$ cat src/rtl/i2c_byte_master.sv
// i2c_byte_master
// Byte-level I2C bus master. Executes one command per i2c_ready window:
// optional start (or repeated start), optional byte write/read, optional stop,
// always in that order. Lines are open-drain: *_oe = 1 pulls the line low.
//
// Ports
//   CLK_I2C, RESET            clock, synchronous active-high reset
//   i2c_in[7:0]               byte to transmit, captured on command accept
//   i2c_start/write/read/end  command flags, sampled only while i2c_ready = 1
//   i2c_ready                 idle, able to accept a command
//   i2c_error                 sticky fault (NACK on write, byte with no open transaction)
//   i2c_rdata[7:0]            last byte read, i2c_rvalid pulses when it updates
//   scl_oe, sda_oe            1 = pull line low, 0 = release
//   scl_in, sda_in            pad readback
//
// Build option
//   I2C_CLOCK_STRETCH_EN: when defined, a quarter in which SCL is released holds
//   its counter at 0 while scl_in reads low (slave clock stretching).
//   Otherwise scl_in is ignored and all latencies are fixed.
//
// state | meaning
// IDLE  | ready, waiting for a command
// START | 4-quarter (repeated) start condition
// BIT   | 9 bit slots x 4 quarters (8 data MSB-first, then ACK)
// STOP  | 3-quarter stop condition
// HOLD  | single cycle before returning to IDLE
module i2c_byte_master #(
  parameter logic [15:0] QUARTER = 16'd125
) (
  input  logic       CLK_I2C,
  input  logic       RESET,
  input  logic [7:0] i2c_in,
  input  logic       i2c_start,
  input  logic       i2c_write,
  input  logic       i2c_read,
  input  logic       i2c_end,
  output logic       i2c_ready,
  output logic       i2c_error,
  output logic [7:0] i2c_rdata,
  output logic       i2c_rvalid,
  output logic       scl_oe,
  output logic       sda_oe,
  input  logic       scl_in,
  input  logic       sda_in
);

  typedef enum logic [2:0] {IDLE, START, BIT, STOP, HOLD} state_t;

  state_t      state_q, state_d;
  logic [15:0] qcnt_q, qcnt_d;
  logic [1:0]  phase_q, phase_d;
  logic [3:0]  bit_q, bit_d;
  logic        wr_q, wr_d, rd_q, rd_d, end_q, end_d, open_q, open_d;
  logic [7:0]  tx_q, tx_d, rx_q, rx_d, rdata_q, rdata_d;
  logic        scl_q, scl_d, sda_q, sda_d, err_q, err_d, rv_q, rv_d;
  logic        busy, stall, q_last, cmd_any;

  assign busy    = (state_q == START) || (state_q == BIT) || (state_q == STOP);
  assign cmd_any = i2c_start | i2c_write | i2c_read | i2c_end;

`ifdef I2C_CLOCK_STRETCH_EN
  // Only freeze at count 0 of a quarter where we have released SCL.
  assign stall = busy && !scl_q && !scl_in && (qcnt_q == 16'd0);
`else
  logic scl_in_unused;
  assign scl_in_unused = scl_in;
  assign stall = 1'b0;
`endif

  assign q_last = busy && !stall && (qcnt_q == QUARTER - 16'd1);

  always_comb begin
    state_d = state_q;
    qcnt_d  = qcnt_q;
    phase_d = phase_q;
    bit_d   = bit_q;
    wr_d    = wr_q;
    rd_d    = rd_q;
    end_d   = end_q;
    open_d  = open_q;
    tx_d    = tx_q;
    rx_d    = rx_q;
    rdata_d = rdata_q;
    scl_d   = scl_q;
    sda_d   = sda_q;
    err_d   = err_q;
    rv_d    = 1'b0;

    if (busy && !stall) qcnt_d = q_last ? 16'd0 : qcnt_q + 16'd1;

    unique case (state_q)
      IDLE: if (cmd_any) begin
        wr_d    = i2c_write;
        rd_d    = i2c_read & ~i2c_write;
        end_d   = i2c_end;
        tx_d    = i2c_in;
        qcnt_d  = 16'd0;
        phase_d = 2'd0;
        bit_d   = 4'd0;
        if (i2c_start) begin
          state_d = START;
          err_d   = 1'b0;
          open_d  = 1'b1;
          sda_d   = 1'b0;
        end else if (i2c_write || i2c_read) begin
          if (!open_q) begin
            state_d = HOLD;
            err_d   = 1'b1;
          end else begin
            state_d = BIT;
            scl_d   = 1'b1;
            sda_d   = i2c_write ? ~i2c_in[7] : 1'b0;
          end
        end else if (open_q) begin
          state_d = STOP;
          scl_d   = 1'b1;
          sda_d   = 1'b1;
        end else begin
          state_d = HOLD;
        end
      end

      START: if (q_last) begin
        phase_d = phase_q + 2'd1;
        if (phase_q == 2'd0)      scl_d = 1'b0;
        else if (phase_q == 2'd1) sda_d = 1'b1;
        else if (phase_q == 2'd2) scl_d = 1'b1;
        else if (wr_q || rd_q) begin
          state_d = BIT;
          bit_d   = 4'd0;
          scl_d   = 1'b1;
          sda_d   = wr_q ? ~tx_q[7] : 1'b0;
        end else if (end_q) begin
          state_d = STOP;
          scl_d   = 1'b1;
          sda_d   = 1'b1;
        end else begin
          state_d = HOLD;
        end
      end

      BIT: begin
        // Sample on the last cycle of q2, while SCL is high.
        if (q_last && phase_q == 2'd2) begin
          if (bit_q == 4'd8) begin
            if (wr_q && sda_in) err_d = 1'b1;
          end else begin
            rx_d = {rx_q[6:0], sda_in};
          end
        end
        if (q_last) begin
          phase_d = phase_q + 2'd1;
          if (phase_q == 2'd1) scl_d = 1'b0;
          else if (phase_q == 2'd3) begin
            if (bit_q != 4'd8) begin
              bit_d = bit_q + 4'd1;
              tx_d  = {tx_q[6:0], 1'b0};
              scl_d = 1'b1;
              // Next slot is the ACK slot: release on write, ACK unless end on read.
              if (bit_q == 4'd7) sda_d = wr_q ? 1'b0 : ~end_q;
              else               sda_d = wr_q ? ~tx_q[6] : 1'b0;
            end else begin
              if (rd_q) begin
                rdata_d = rx_q;
                rv_d    = 1'b1;
              end
              scl_d = 1'b1;
              if (end_q) begin
                state_d = STOP;
                sda_d   = 1'b1;
              end else begin
                state_d = HOLD;
                sda_d   = 1'b0;
              end
            end
          end
        end
      end

      STOP: if (q_last) begin
        phase_d = phase_q + 2'd1;
        if (phase_q == 2'd0)      scl_d = 1'b0;
        else if (phase_q == 2'd1) sda_d = 1'b0;
        else begin
          state_d = HOLD;
          phase_d = 2'd0;
          open_d  = 1'b0;
        end
      end

      HOLD:    state_d = IDLE;
      default: state_d = IDLE;
    endcase
  end

  always_ff @(posedge CLK_I2C) begin
    if (RESET) begin
      state_q <= IDLE;
      qcnt_q  <= 16'd0;
      phase_q <= 2'd0;
      bit_q   <= 4'd0;
      wr_q    <= 1'b0;
      rd_q    <= 1'b0;
      end_q   <= 1'b0;
      open_q  <= 1'b0;
      tx_q    <= 8'd0;
      rx_q    <= 8'd0;
      rdata_q <= 8'd0;
      scl_q   <= 1'b0;
      sda_q   <= 1'b0;
      err_q   <= 1'b0;
      rv_q    <= 1'b0;
    end else begin
      state_q <= state_d;
      qcnt_q  <= qcnt_d;
      phase_q <= phase_d;
      bit_q   <= bit_d;
      wr_q    <= wr_d;
      rd_q    <= rd_d;
      end_q   <= end_d;
      open_q  <= open_d;
      tx_q    <= tx_d;
      rx_q    <= rx_d;
      rdata_q <= rdata_d;
      scl_q   <= scl_d;
      sda_q   <= sda_d;
      err_q   <= err_d;
      rv_q    <= rv_d;
    end
  end

  assign i2c_ready  = (state_q == IDLE);
  assign i2c_error  = err_q;
  assign i2c_rdata  = rdata_q;
  assign i2c_rvalid = rv_q;
  assign scl_oe     = scl_q;
  assign sda_oe     = sda_q;

endmodule

$ cat config.mk
export PLATFORM = sky130hd
export DESIGN_NAME = i2c_byte_master
export DESIGN_NICKNAME = d
export VERILOG_FILES = /design/src/rtl/i2c_byte_master.sv
export SDC_FILE = /design/constraint.sdc
export NUM_CORES = 1
export LEC_CHECK = 0
export CAP_MARGIN = 20
export CORE_MARGIN = 4
export CORE_UTILIZATION = 30
export DETAILED_ROUTE_END_ITERATION = 8
export GPL_ROUTABILITY_DRIVEN = 1
export SLEW_MARGIN = 40
export SYNTH_ARGS = -nofsm -noshare
export SYNTH_HDL_FRONTEND = slang
export SYNTH_SLANG_ARGS = --single-unit
$ cat constraint.sdc
create_clock -name CLK_I2C -period 2.3 [get_ports CLK_I2C]
set_clock_uncertainty 0.15 [all_clocks]
set_input_delay 0.46 -clock CLK_I2C [delete_from_list [all_inputs] [get_ports CLK_I2C]]
set_output_delay 0.46 -clock CLK_I2C [all_outputs]
set_load 0.03 [all_outputs]
# After elaboration in Yosys (flattened, before gate mapping)
# Index checks and enable logic that the tools add are counted.
[word_totals]
regBits = 57
in_bits = 16
out_inout_bits = 13
word_cells = 200
[op_classes]
addsub = 3
eq_ne = 41
muxes = 99
bitwise = 15
n_reduce_logical = 27
[op_table]
columns = ["op", "n"]
rows = [
  ["two-way mux 16 bit", 4],
  ["two-way mux 3 bit", 18],
  ["two-way mux 1 bit", 49],
  ["two-way mux 4 bit", 10],
  ["two-way mux 8 bit", 5],
  ["inequality test 2 bit, second input constant", 12],
  ["inequality test 2 x 1 -> 1 bit, second input constant", 11],
  ["AND reduction 11 bit", 2],
  ["AND reduction 6 bit", 3],
  ["adder 16 x 1 -> 16 bit, second input constant", 1],
  ["equality test 16 x 7 -> 1 bit, second input constant", 1],
  ["case mux 8 bit (2 select lines)", 1],
  ["AND reduction 13 bit", 1],
  ["case mux 3 bit (4 select lines)", 1],
  ["case mux 4 bit (3 select lines)", 1],
  ["AND reduction 12 bit", 1],
  ["NOT 1 bit", 11],
  ["two-way mux 2 bit", 5],
  ["inequality test 3 x 2 -> 1 bit, second input constant", 3],
  ["case mux 1 bit (4 select lines)", 2],
  ["AND reduction 7 bit", 1],
  ["equality test 3 x 2 -> 1 bit, second input constant", 2],
  ["inequality test 3 bit, second input constant", 2],
  ["case mux 2 bit (3 select lines)", 1],
  ["26 further kinds", 37],
]

# Depth between registers and ports, before layout
# Gate-level depths: netlist of run 1.
[logic_depth]
depth_word = 8
mapped_depth = 9
depth_no_buf = 7

# Worst setup path after synthesis of run 1
# Ideal clock, no wire load.
[synth_path]
path_kind = "flip-flop to flip-flop"
startpoint = "register phase_q[1]"
endpoint = "register bit_q[2]"
setup_time_ns = 0.070
arrival_ns = 1.996
required_time_ns = 2.080
path_slack_ns = 0.084
stages_incl_launch_ff = 8
path_buffers = 1
synth_period_minus_slack_ns = 2.216
cell_sequence = "dfxtp_1 > inv_1 > ha_1 > clkbuf_1 > o41ai_4 > o311ai_4 > or4_1 > a21oi_1"
[synth_between]
elab_chain_len = 3
elab_cells_between_ends = 10
classes_between = "eq/ne (8); reduce/logical (2)"
[synth_lines]
columns = ["item", "line_no", "text"]
rows = [
  ["start, declared", "51", "logic [1:0] phase_q, phase_d;"],
  ["start signal, assigned", "216", "phase_q <= phase_d;"],
  ["equality test 2 x 1 -> 1 bit, or another cell as far along", "126, 153", ""],
  ["inequality test 2 bit (no line) or inequality test 2 x 1 -> 1 bit (tied branches)", "-", ""],
  ["AND reduction 11 bit (no line) (*)", "-", ""],
  ["end signal, assigned", "217", "bit_q <= bit_d;"],
  ["end, declared", "52", "logic [3:0] bit_q, bit_d;"],
]
# Every way passes the cells marked *; elsewhere a longest branch is shown, timed or not.
# A chain may end at the register's enable or synchronous reset.

# Worst setup path in the final report of run 1
[layout_path]
startpoint = "register state_q[0]"
endpoint = "output port i2c_ready"
[layout_between]
elab_chain_len = 1
[layout_lines]
columns = ["item", "line_no", "text"]
rows = [
  ["start, declared", "49", "state_t state_q, state_d;"],
  ["start signal, assigned", "214", "state_q <= state_d;"],
  ["zero test 3 bit", "232", "assign i2c_ready = (state_q == IDLE);"],
  ["end, declared", "37", "output logic i2c_ready,"],
]
# Every way passes these cells.

==> results.cfg, run 1 <==
[detailed_routing]
firstDrtPassIters = 4
drt_drc_violations_left = 0
highest_layer = met4
met3_length_um = 397
antenna_left = 0
drtIter0Drc = 132
wl_mm = 7.27
vias = 2786
wl_met2_mm = 3.37
viasPerCell = 5.05
wl_met1_mm = 3.42
wl_per_cell_um = 13.2

[die]
initial_core_util_pct = 31.0
die_w_um = 109
core_area_um2 = 9860
dieHeight_um = 109
rows = 36
die_area_um2 = 11900
io_pins = 29

[setup_path]
crit_buf_inv = 3
critPathSlowestCell = or3_4
critical_path_class = reg2out
max_stage_delay_ns = 0.42
r2r_slack_ns = 0.09
required_ns = 1.69
crit_chain = buf_4, or3_4, inv_2, buf_4
crit_arrival_ns = 1.61
r2r-end = bit_q[2]$_SDFFE_PP0P_
worst_setup_path_start_kind = register
cpMostUsedCell = buf_4
critPathMaxFanout = 12
crit_path_end_kind = output pin
crit_family = buffers and inverters
r2r-start = phase_q[1]$_SDFFE_PP0P_
rr_worst_depth = 7

[clock_tree]
cts.sinks = 57
cts-root-buf = clkbuf_8
hold_buffers = 0
path_clk_slew_ns = 0.07
cts_tree = built
cts_buffer_depth = 2
cts_buffers = 9
cts_max_level = 3
clkLatencyLatePin_ns = 0.33

[pwr]
p_leak_uw = 0.00156
p_sw_uw = 1730
swShare_pct = 38.2
power_density_nw_per_um2 = 1150
combPwrFrac_pct = 45.3
vdd_drop_max_uv = 611
total_power_uw = 4540
clockPowerShare_pct = 26.0
seqPwrFrac_pct = 28.7
intPower_uw = 2800

[layout]
drive_gt1_share_pct = 18.4
diodes = 0
finalNetCount = 439
areaGrowthSynthToFinish_pct = 28.9

[yosys]
synthFlopType = dfxtp_1
netlist_instances = 362
avgSynthCellArea_um2 = 8.46
netlist_top_cells_count = dfxtp_1 (57), nor2_1 (51), nand2_1 (30)
yosys_warnings = 0
synth_cell_types = 60
post-synth-top-count-cell = dfxtp_1
synth_fp_nets = 387
async_flop_share_pct = 0
synth_edf_count = 0
synth.largest_area_cell = dfxtp_1
yosys_register_bits = 57
synth_area_leaders = dfxtp_1 (37%), nor2_1 (6.3%), mux2i_1 (6.2%)
ys_seq_area_share_pct = 37.3
synth_top_area_share_pct = 37.3
synth_area_um2 = 3060

[grt]
grt-ovfl-total = 0
grt_pass1_vias = 2668
antenna_found_initial = 0
grt_pass1_wl_mm = 12.5
grt_start_max_net_pins = 18
grt_use_total_pct = 13.1

[sta]
finalHoldViolations = 0
max_freq_ghz = 0.450
drv_slew = 0
relSlewSlack_pct = 60.9
period_minus_slack_ns = 2.22
fin_setup_tns_ns = 0
period_share_pct = 96.6
worstMarginPinSlew_ns = 0.581
rsz0062_at_grt = true
finalSetupViolations = 0

[min_path]
hold_end = tx_q[6]$_SDFFE_PP0P_
hold-path-cell-count = 2
hold_class = reg2reg
hp-start = tx_q[5]$_SDFFE_PP0P_

[place]
hpwlAfterDp_mm = 5.28
port_buffers = 27
gp_congestion = 0.855

[run]
cap_viol_max_count = 0

[run_status]
outcome = finished clean
-- cell usage in the layout, fill, tap and decap left out, types with 8 or more instances in the layout --
cell             instances
a21oi_1                 17
a311oi_1                 9
buf_4                   37
clkbuf_8                 9
clkdlybuf4s50_1         26
dfxtp_1                 54
ha_1                     8
inv_1                   13
mux2i_1                 19
nand2_1                 30
nand4_1                  9
nor2_1                  51
nor3_1                  11
o21ai_0                 23
-- final cells by class --
type | instances | area (um2)
Clock buffer | 9 | 124
Clock inverter | 7 | 125
Fill cell | 979 | 5920
Inverter | 14 | 52.6
Multi-Input combinational cell | 269 | 1800
Sequential cell | 57 | 1140
Tap cell | 133 | 166
Timing Repair Buffer | 63 | 538
-- metrics by stage --
step | std cells | util [%] | cell area (um2) | hold WS [ns] | setup slack [ns]
detailed placement | 535 | 37.0 | 3650 | 0.323 | -0.109
global placement | 535 | 37.0 | 3650 | 0.320 | -0.110
global route | 552 | 40.0 | 3950 | 0.351 | -0.0653
CTS | 551 | 39.7 | 3920 | 0.337 | 0.0336
finish | 552 | 40.0 | 3950 | 0.333 | 0.0783
floorplan | 362 | - | 3060 | 0.305 | 0.0837
-- state kept, by name, indices dropped and copies added (netlist names) --
name	cells
bit_q	4
end_q	1
i2c_error	1
i2c_rdata	8
i2c_rvalid	1
open_q	1
phase_q	2
qcnt_q	16
rd_q	1
rx_q	8
scl_oe	1
sda_oe	1
state_q	3
tx_q	8
wr_q	1
-- worst register-to-register path, delay by kind of cell (launching register included) --
kind            cells  cell delay [ns]
flops               1             0.38
simple gates        2             0.71
fa+ha+maj           1             0.22
compound gates      2             0.49
buf+inv             2             0.21
-- repair_timing --
item,4_1_cts,5_1_grt
endpoints found under the setup margin,4,14
endpoints found under the hold margin,0,0
cloned,0,0
pin swaps,0,3
setup buffers,0,1
gates resized for setup,6,5
-- metal layers --
metal | vias up | GRT usage (%)
li1 | 1404 | -
met1 | 1313 | 16.7
met2 | 63 | 21.1
met3 | 6 | 3.97
met4 | 0 | 4.33
met5 | - | 0
-- worst max path at each step --
stage / start / endpoint / slack (ns) / cells after the start
5_1_grt: phase_q[1]$_SDFFE_PP0P_ / bit_q[2]$_SDFFE_PP0P_ / -0.07 / 7
6_report: state_q[0]$_SDFFE_PP0P_ / i2c_ready / 0.08 / 4
3_3_place_gp: i2c_start / bit_q[2]$_SDFFE_PP0P_ / -0.11 / 6
4_1_cts: phase_q[1]$_SDFFE_PP0P_ / bit_q[2]$_SDFFE_PP0P_ / 0.03 / 7
3_5_place_dp: i2c_end / phase_q[0]$_SDFFE_PP0P_ / -0.11 / 6
2_1_floorplan: phase_q[1]$_SDFFE_PP0P_ / bit_q[2]$_SDFFE_PP0P_ / 0.08 / 7
-- logic make-up (layout without fill, tap and decap cells) --
logic type / Yosys count / count (layout) / share of synthesized area [%]
buf+inv: 36 / 93 / 5.15
xor+xnor: 11 / 11 / 3.15
simple gates: 151 / 151 / 25.8
flops: 57 / 57 / 37.3
fa+ha+maj: 9 / 9 / 3.68
mux: 21 / 21 / 6.95
compound gates: 77 / 77 / 18.0
-- power groups by stage --
stage / Combinational, uW / Clock, uW / Sequential [uW]
2_1_floorplan: 1340 / 0 / 1290
3_3_place_gp: 1950 / 0 / 1310
3_5_place_dp: 1980 / 0 / 1310
4_1_cts: 2010 / 1210 / 1300
5_1_grt: 2280 / 1250 / 1330
6_report: 2050 / 1180 / 1300
No activity file was read; power rests on OpenSTA's default activity.
==> run 2, diff against run 1 <==
--- a/config.mk
+++ b/config.mk
@@ -10,6 +10,7 @@
 export CORE_UTILIZATION = 30
 export DETAILED_ROUTE_END_ITERATION = 8
 export GPL_ROUTABILITY_DRIVEN = 1
+export PLACE_DENSITY = 0.56
 export SLEW_MARGIN = 40
 export SYNTH_ARGS = -nofsm -noshare
 export SYNTH_HDL_FRONTEND = slang
==> results.cfg, run 2 (synthesis results as in run 1) <==
[run_status]
outcome = finished clean

[layout]
final_cell_mix = dfxtp_1 (55), nor2_1 (51), buf_4 (43), nand2_1 (30), clkdlybuf4s50_1 (26)
drive_gt1_share_pct = 19.9
finalNetCount = 447
final_common_cell = dfxtp_1
final-instance-count-excl-fill = 560
areaGrowthSynthToFinish_pct = 28.6
utilization_pct = 39.9
diodes = 0
regMostFlops = qcnt_q
largest_reg_flops = 16
final_area_um2 = 3940

[die]
die_area_um2 = 11900
rows = 36
core_area_um2 = 9860
die_w_um = 109
dieHeight_um = 109
initial_core_util_pct = 31.0
io_pins = 29

[min_path]
hp-start = tx_q[5]$_SDFFE_PP0P_
hold-path-cell-count = 2
hold_class = reg2reg
hold_end = tx_q[6]$_SDFFE_PP0P_

[detailed_routing]
drtIter0Drc = 147
wl_per_cell_um = 13.3
antenna_left = 0
firstDrtPassIters = 4
wl_mm = 7.46
viasPerCell = 4.96
drt_drc_violations_left = 0
vias = 2777

[setup_path]
r2r-end = bit_q[2]$_SDFFE_PP0P_
crit_path_end_kind = output pin
crit_arrival_ns = 1.61
critPathMaxFanout = 8
r2r_slack_ns = 0.11
worst_setup_path_start_kind = register
r2r-start = phase_q[0]$_SDFFE_PP0P_
rr_worst_depth = 6
required_ns = 1.69
critical_path_class = reg2out

[place]
gp_congestion = 0.829
hpwlAfterDp_mm = 5.44
dp_cells = 543
port_buffers = 27
placed_cell_area_um2 = 3730

[sta]
relSlewSlack_pct = 66.1
worstMarginPinSlew_ns = 0.508
max_freq_ghz = 0.451
finalHoldViolations = 0
period_share_pct = 96.3
period_minus_slack_ns = 2.22
drv_slew = 0
finalSetupViolations = 0

[grt]
grt_pass1_wl_mm = 12.9
grt_pass1_vias = 2697
grt_use_total_pct = 13.6
grt-ovfl-total = 0
grt_start_max_net_pins = 19
antenna_found_initial = 0

[clock_tree]
hold_buffers = 0
path_clk_slew_ns = 0.07
clkLatencyLatePin_ns = 0.34
cts_tree = built
cts_buffer_depth = 2
cts_buffers = 9
cts-root-buf = clkbuf_8
cts_max_level = 3
cts.sinks = 57

[pwr]
p_leak_uw = 0.00156
vdd_drop_max_uv = 669
power_density_nw_per_um2 = 1100
total_power_uw = 4350

[run]
cap_viol_max_count = 0
-- run 2: cell count changes in the layout (fill, tap and decap cells not counted), moves of 2 or more --
cell and delta:
dfxtp_2 -2, bufinv_16 -3, clkinvlp_4 +2, clkinv_2 +2, buf_4 +6
-- run 2: what timing repair did --
item | CTS | global route
gates resized for setup | 3 | 10
buffers inserted | 0 | 1
pin swaps | 0 | 2
endpoints found under the setup margin | 2 | 15
-- run 2: layout make-up --
cell class              instances  area, um2
fillers                      1006       5930
repair buffers                 71        614
clock buffers                  10        138
multi-input cells             269       1780
clock inverters                 6       42.5
inverters                      14       52.6
flip-flops and latches         57       1150
well taps                     133        166
-- run 2: power breakdown --
| part | leakage (uW) | internal (uW) | switching (uW) |
|---|---|---|---|
| clock network | 0.0000887 | 421 | 430 |
| logic | 0.00101 | 1040 | 1160 |
| registers | 0.000464 | 1150 | 148 |
| total | 0.00156 | 2610 | 1740 |
-- run 2: metrics by stage --
step                setup slack [ns]  setup TNS, ns  hold slack, ns
finish                        0.0843              0           0.331
floorplan                     0.0837              0           0.305
CTS                           0.0198              0           0.333
global placement             -0.0702         -0.374           0.312
global route                -0.00302       -0.00302           0.358
detailed placement           -0.0939         -0.636           0.324
-- run 2: critical path, cell delays in order (launching register included) --
cell and delay, ns:
dfxtp_4 0.37, buf_4 0.16, or3_4 0.38, buf_4 0.17, inv_2 0.06, buf_6 0.12
-- run 2: worst max path at each step --
stage | start | endpoint | slack, ns | cells after the start
after floorplan | phase_q[1]$_SDFFE_PP0P_ | bit_q[2]$_SDFFE_PP0P_ | 0.08 | 7
after global placement | i2c_end | phase_q[1]$_SDFFE_PP0P_ | -0.07 | 7
after detailed placement | i2c_end | phase_q[0]$_SDFFE_PP0P_ | -0.09 | 7
after CTS | state_q[0]$_SDFFE_PP0P_ | i2c_ready | 0.02 | 5
after global routing | phase_q[1]$_SDFFE_PP0P_ | bit_q[2]$_SDFFE_PP0P_ | -0.003 | 7
final | state_q[0]$_SDFFE_PP0P_ | i2c_ready | 0.08 | 5
-- run 2: per-layer routing --
| metal | track usage, % | up-vias | wire length [um] |
|---|---|---|---|
| li1 | - | 1415 | - |
| met1 | 18.1 | 1310 | 3660 |
| met2 | 21.6 | 39 | 3430 |
| met3 | 2.90 | 13 | 248 |
| met4 | 5.41 | 0 | 125 |
| met5 | 0 | - | 0 |
==> run 3, diff against run 2 <==
--- a/config.mk
+++ b/config.mk
@@ -8,6 +8,7 @@
 export CAP_MARGIN = 20
 export CORE_MARGIN = 4
 export CORE_UTILIZATION = 30
+export CTS_BUF_LIST = sky130_fd_sc_hd__clkbuf_8
 export DETAILED_ROUTE_END_ITERATION = 8
 export GPL_ROUTABILITY_DRIVEN = 1
 export PLACE_DENSITY = 0.56
==> results of run 3 <==
Final layout, timing and power as in run 2 (identical DEF).
